<file path="config.mk">
export PLATFORM = sky130hd
export DESIGN_NAME = dff_bank_write_arbiter
export DESIGN_NICKNAME = d
export VERILOG_FILES = /design/src/rtl/dff_bank_write_arbiter.sv
export SDC_FILE = /design/constraint.sdc
export NUM_CORES = 1
export LEC_CHECK = 0
export BUFFER_PORTS_ARGS = -buffer_cell sky130_fd_sc_hd__buf_2
export CAP_MARGIN = 20
export CORE_AREA = 2 2 54 56
export CTS_BUF_LIST = sky130_fd_sc_hd__clkbuf_2 sky130_fd_sc_hd__clkbuf_4 sky130_fd_sc_hd__clkbuf_8
export DETAILED_ROUTE_END_ITERATION = 10
export DIE_AREA = 0 0 56 58
export GPL_TIMING_DRIVEN = 0
export PLACE_DENSITY = 0.95
export SYNTH_ARGS = -nofsm -noshare
export SYNTH_HDL_FRONTEND = slang
export SYNTH_SLANG_ARGS = --single-unit
</file>
<file path="constraint.sdc">
create_clock -name Clock -period 4.63 [get_ports Clock]
set_input_delay 0.463 -clock Clock [delete_from_list [all_inputs] [get_ports Clock]]
set_output_delay 0.463 -clock Clock [all_outputs]
set_load 0.005 [all_outputs]
</file>
<file path="src/rtl/dff_bank_write_arbiter.sv">
// Round-robin write sequencer sharing one enabled register bank among NREQ requesters.
// Optional readback comparator enabled by defining READBACK_CHECK_EN.
module dff_bank_write_arbiter #(
  parameter int NREQ  = 4,
  parameter int WIDTH = 8
) (
  input  logic                    Clock,
  input  logic                    Reset,
  input  logic [NREQ-1:0]         req,
  input  logic [NREQ*WIDTH-1:0]   wdata,
  output logic [NREQ-1:0]         gnt,
  output logic [NREQ-1:0]         done,
  output logic                    E,
  output logic [WIDTH-1:0]        D,
  input  logic [WIDTH-1:0]        Q,
  output logic                    busy,
  output logic                    err
);

  localparam int PW = (NREQ > 1) ? $clog2(NREQ) : 1;
  localparam int SW = PW + 1;

  typedef enum logic [1:0] {
    IDLE  = 2'd0,
    WRITE = 2'd1,
    DONE  = 2'd2
  } state_t;

  state_t           state_reg;
  logic [PW-1:0]    rr_ptr_reg;
  logic [PW-1:0]    winner_reg;
  logic [WIDTH-1:0] data_reg;
  logic [NREQ-1:0]  gnt_reg;
  logic [NREQ-1:0]  done_reg;
  logic             e_reg;
  logic             busy_reg;

  logic [WIDTH-1:0] wdata_arr [NREQ];
  logic [NREQ-1:0]  winner_dec_next;
  logic [PW-1:0]    winner_next;
  logic             found_next;
  logic [SW-1:0]    scan_idx;

  genvar gi;
  generate
    for (gi = 0; gi < NREQ; gi++) begin : g_slice
      assign wdata_arr[gi]       = wdata[gi*WIDTH +: WIDTH];
      assign winner_dec_next[gi] = (winner_next == PW'(gi));
    end
  endgenerate

  // Scan from rr_ptr upward with wrap; the first set request bit wins.
  always_comb begin
    found_next  = 1'b0;
    winner_next = '0;
    scan_idx    = '0;
    for (int k = 0; k < NREQ; k++) begin
      scan_idx = {1'b0, rr_ptr_reg} + SW'(k);
      if (scan_idx >= SW'(NREQ)) begin
        scan_idx = scan_idx - SW'(NREQ);
      end
      if (!found_next && req[scan_idx[PW-1:0]]) begin
        found_next  = 1'b1;
        winner_next = scan_idx[PW-1:0];
      end
    end
  end

  always_ff @(posedge Clock) begin
    if (!Reset) begin
      state_reg  <= IDLE;
      rr_ptr_reg <= '0;
      winner_reg <= '0;
      data_reg   <= '0;
      gnt_reg    <= '0;
      done_reg   <= '0;
      e_reg      <= 1'b0;
      busy_reg   <= 1'b0;
    end else begin
      case (state_reg)
        IDLE: begin
          if (found_next) begin
            winner_reg <= winner_next;
            data_reg   <= wdata_arr[winner_next];
            gnt_reg    <= winner_dec_next;
            e_reg      <= 1'b1;
            busy_reg   <= 1'b1;
            state_reg  <= WRITE;
          end
        end
        WRITE: begin
          e_reg      <= 1'b0;
          done_reg   <= gnt_reg;
          rr_ptr_reg <= (winner_reg == PW'(NREQ - 1)) ? '0 : winner_reg + 1'b1;
          state_reg  <= DONE;
        end
        DONE: begin
          done_reg  <= '0;
          gnt_reg   <= '0;
          busy_reg  <= 1'b0;
          state_reg <= IDLE;
        end
        default: begin
          state_reg <= IDLE;
        end
      endcase
    end
  end

  assign gnt  = gnt_reg;
  assign done = done_reg;
  assign E    = e_reg;
  assign D    = data_reg;
  assign busy = busy_reg;

`ifdef READBACK_CHECK_EN
  logic err_reg;

  // The bank has captured by DONE, so Q must match the latched data there.
  always_ff @(posedge Clock) begin
    if (!Reset) begin
      err_reg <= 1'b0;
    end else if (state_reg == DONE && Q != data_reg) begin
      err_reg <= 1'b1;
    end
  end

  assign err = err_reg;
`else
  logic unused_q;
  assign unused_q = ^Q;
  assign err      = 1'b0;
`endif

endmodule

</file>
Word level (Yosys, flattened, before mapping)
Cells that the tools add are included.

storage, ports and cells
  register bits after elaboration = 24
  output and inout bits = 19
  logic and storage cells = 79

cells by class
  $add $sub $neg = 8
  magnitude comparators = 9
  eq/ne operators = 7
  mux-type cells = 32
  bitwise logic cells = 1
  reduce and logical (&&, ||, !) cells = 14

operators by type and width
  cell                 number
  $mux 2               10
  $bmux 8 s2           1
  $mux 8               2
  $pmux 4 s2           2
  $ge 3x3->1 const B   4
  $lt 2x3->1 const B   4
  $mux 1               9
  $bmux 1 s2           4
  $eq 2x2->1 const B   4
  $sub 2x1->2 const B  4
  $add 2x2->3 const B  2
  $reduce_and 2->1     3
  $reduce_bool 2->1    3
  $eq 2x1->1 const B   2
  $logic_not 2->1      2
  $mux 4               1
  $pmux 1 s2           2
  $pmux 2 s2           1
  $add 2x1->3 const B  1
  $ge 2x3->1 const B   1
  $logic_and 1x1->1    3
  $logic_not 1->1      3
  $not 2->3            1
  $add 2x1->2 const B  1
  $ne 2x2->1 const B   1

Depth between registers and ports, before layout
  depth in word-level cells = 18
  depth in mapped cells = 7

Worst setup path before layout
Ideal clock, no wire load.

  kind = input-to-reg
  start = input port req[0]
  end = register data_reg[0], in the netlist D[0]
  arrival time = 1.426 ns
  path slack = 3.069 ns
  stages = 6
  cells stage by stage = and2b_1 nor2_1 a2bb2oi_2 buf_2 mux2i_1 o221ai_1

on the way
  cells in the longest elaborated chain, start to end = 16
  elaborated cells on any way between the ends = 27
  classes of those cells = mux: 19; bitwise: 1; reduce/logical: 7

ends and longest elaborated chain
  element                                     RTL line  RTL
  start: declaration                          9         input logic [NREQ-1:0] req,
  $bmux 1 s2                                  62        if (!found_next && req[scan_idx[PW-1:0]]) begin
  $mux 1 (not written as such)                62
  $mux 1                                      62
  $logic_not 1->1                             62
  $logic_and 1x1->1                           62
  $mux 1                                      62
  $logic_not 1->1                             62
  $logic_and 1x1->1                           62
  $mux 1                                      62
  $logic_not 1->1                             62
  $logic_and 1x1->1                           62
  $mux 2                                      62
  $not 2->3 (not written as such)             84        data_reg <= wdata_arr[winner_next];
  $bmux 8 s2                                  84
  $mux 8 (not written as such) (2 in series)  84
  end signal: assignment                      84
  end: declaration                            32        logic [WIDTH-1:0] data_reg;

Parallel ways exist; a longest one is shown, timed or not. The select of a mux whose other input is x is not followed.
A chain may end at the register's enable or synchronous reset.

Worst setup path after layout
  start = register state_reg[0]
  end = register data_reg[7], in the netlist D[7]

on the way
  cells in the longest elaborated chain, start to end = 2

ends and longest elaborated chain
  element                     RTL line  RTL
  start: declaration          29        state_t state_reg;
  start signal: assignment    71        state_reg <= IDLE;
  start signal: assignment    88        state_reg <= WRITE;
  start signal: assignment    95        state_reg <= DONE;
  $logic_not 2->1             80        case (state_reg)
  $reduce_and 2->1 (no line)  --

No other way between the ends.

==> impl_metrics.tcl <==
set metrics [dict create \
    cp.arrival_ps 2020 \
    dp_cells 229 \
    first_global_vias 1152 \
    critPathKind "register to register" \
    drt_pre_antenna_iters 4 \
    worstReg2RegStart "state_reg[0]$_SDFFE_PN0P_" \
    core_area_sq_mm 0.00266 \
    nFillCells 236 \
    dpl_cell_area_sq_mm 0.00161 \
    top_layer "met4" \
    synth_area_leader_cell "dfxtp_1" \
    drv_cap 0 \
    clock-sinks 24 \
    synth.area.top_cells "dfxtp_1, mux2i_1, o221ai_1" \
    grt_max_degree 15 \
    routed-wl-met2_mm 1.49 \
    slew_viol_final 0 \
    overflow 0 \
    rsz0062_at_grt "no" \
    cp.required_ps 4880 \
    run_status "finished, final reports clean" \
    synth_edf_count 0 \
    post-route-period-util 0.382 \
    initial_core_util 0.488 \
    num_antenna_cells 0 \
    setup_viol 0 \
    cts_root_buffer "clkbuf_4" \
    worstRegToRegCells 5 \
    hold_depth 3 \
    postSynthRegisterBits 24 \
    drc 0 \
    path_max_fanout 8 \
    stdcell_count 233 \
    wl_per_cell_microns 13.0 \
    hp-start "wdata[1]" \
    finalWirelength_mm 3.03 \
    ctsResizeCount 0 \
    ys_seq_area_frac 0.370 \
    dp_hpwl_mm 2.32 \
    cts_tree "done" \
    vias_per_cell 5.29 \
    r2r_end "D[7]$_SDFFE_PN0P_" \
    netlist_area_sq_mm 0.00130 \
    post_cts_buffers 0 \
    synth_flop_cell "dfxtp_1" \
    final.setup.tns_ps 0 \
    grt.total_usage 0.195 \
    grt_pass1_wl_mm 5.03 \
    async_reset_ff_frac 0 \
    p_leak_nw 0.756 \
    fin_area_sq_mm 0.00167 \
    cts.hold.buffers_added 0 \
    yosys_warnings 0 \
    antenna_found_initial 0 \
    synth_cells 143 \
    drive_above_1_share 0.332 \
    first_iter_violations 31 \
    rows 19 \
    p_total_uw 545 \
    wl_met1_mm 1.29 \
    nets 254 \
    path_clk_slew_ps 130 \
    dr_total_vias 1233 \
    period_needed_ps 1770 \
    synth.distinct_cells 30 \
    start_kind "register" \
    num_io_pins 65 \
    area_growth_syn_to_layout_pct 28.2 \
    p_per_area_mw_per_mm2 327 \
    insertion_delay_ps 320 \
    yosys-top-cells-count "dfxtp_1, mux2i_1, nand2_1" \
    yosysMostFrequentCell "dfxtp_1" \
    ant_nets 0 \
    cts.path.max_buffers 2 \
    portBuffers 55 \
    synth_nets 194 \
    finalClockSkew_ps 2.79 \
    die_area_sq_mm 0.00325 \
    syn_area_per_cell_sq_um 9.08 \
    gp_congestion 0.775 \
    peakVddDrop_uv 243 \
    die_y_microns 58 \
    hp-class "input pin to register" \
    largest_reg_flops 8 \
    h-tree-depth 1 \
    hold_end "D[1]$_SDFFE_PN0P_" \
    r2r_slack_ps 2860 \
    cts_made_buffers 3 \
    fmax_mhz 565 \
    die_x_microns 56 \
    hold_violations 0 \
    dr_wl_met3_microns 218 \
    crit_path_end_kind "register" \
    netlist.area_leader.share 0.370 \
]
## cells by family (layout without fill, tap and decap cells)
logic type / count (synthesis) / after routing / synth area share
adder cells (fa/ha/maj): 5 / 5 / 0.0482
buffers and inverters: 14 / 73 / 0.0482
AO/OA/AOI/OAI: 27 / 27 / 0.171
other: 1 / 1 / 0.00289
multiplexers: 19 / 19 / 0.146
AND/OR/NAND/NOR: 53 / 53 / 0.213
flip-flops: 24 / 24 / 0.370
## cells in the final DEF (no fill, tap or decap), types with 2 or more instances in the layout
master / n
mux2i_1: 19
buf_4: 2
clkbuf_4: 3
clkbuf_1: 4
o221ai_1: 9
a21boi_1: 2
nor2_1: 7
ha_1: 5
a21oi_1: 2
nand2_1: 14
inv_1: 6
a21boi_0: 3
o22ai_1: 4
nor2b_1: 10
a32oi_1: 2
nand3_1: 12
buf_2: 57
and2_1: 4
dfxtp_1: 24
## cell type report
type                    count  area, sq um  area share
plain buffers               8         40.0      0.0240
clock buffers               3         22.5      0.0135
clock inverters             1         30.0      0.0180
inverters                   6         22.5      0.0135
multi-input cells         105          756       0.454
flip-flops and latches     24          480       0.289
well taps                  31         38.8      0.0233
repair buffers             55          275       0.165
## worst max-delay path, cell delays in order (launching register included)
cell      delay [ps]
dfxtp_1          350
inv_1            100
ha_1             270
nor2b_1          330
nand3_1          350
o221ai_1         290
## stage by stage
step / worst slack (ps) / hold WS, ps / util
2_1_floorplan: 3070 / 459 / -
3_3_place_gp: 2730 / 457 / 0.606
3_5_place_dp: 2680 / 470 / 0.606
4_1_cts: 2890 / 440 / 0.625
5_1_grt: 2720 / 432 / 0.625
6_report: 2860 / 438 / 0.625
## per-layer routing
metal | global-route usage | vias up
li1 | - | 629
met1 | 0.230 | 548
met2 | 0.339 | 53
met3 | 0.0513 | 3
met4 | 0.0782 | 0
met5 | 0 | -
## report_power, final
| part | switching [mW] | total [mW] | internal [mW] |
|---|---|---|---|
| logic | 0.0759 | 0.147 | 0.0711 |
| registers | 0.0146 | 0.244 | 0.230 |
| clock network | 0.0664 | 0.154 | 0.0876 |
## worst max path at each step
stage,startpoint,end,slack [ps],cells past startpoint
5_1_grt,state_reg[1]$_SDFFE_PN0P_,D[7]$_SDFFE_PN0P_,2720,5
2_1_floorplan,req[0],D[0]$_SDFFE_PN0P_,3070,6
3_3_place_gp,req[3],D[6]$_SDFFE_PN0P_,2730,5
6_report,state_reg[0]$_SDFFE_PN0P_,D[7]$_SDFFE_PN0P_,2860,5
4_1_cts,state_reg[0]$_SDFFE_PN0P_,D[7]$_SDFFE_PN0P_,2890,5
3_5_place_dp,req[3],D[7]$_SDFFE_PN0P_,2680,5
Power figures use the tool's default switching activity.
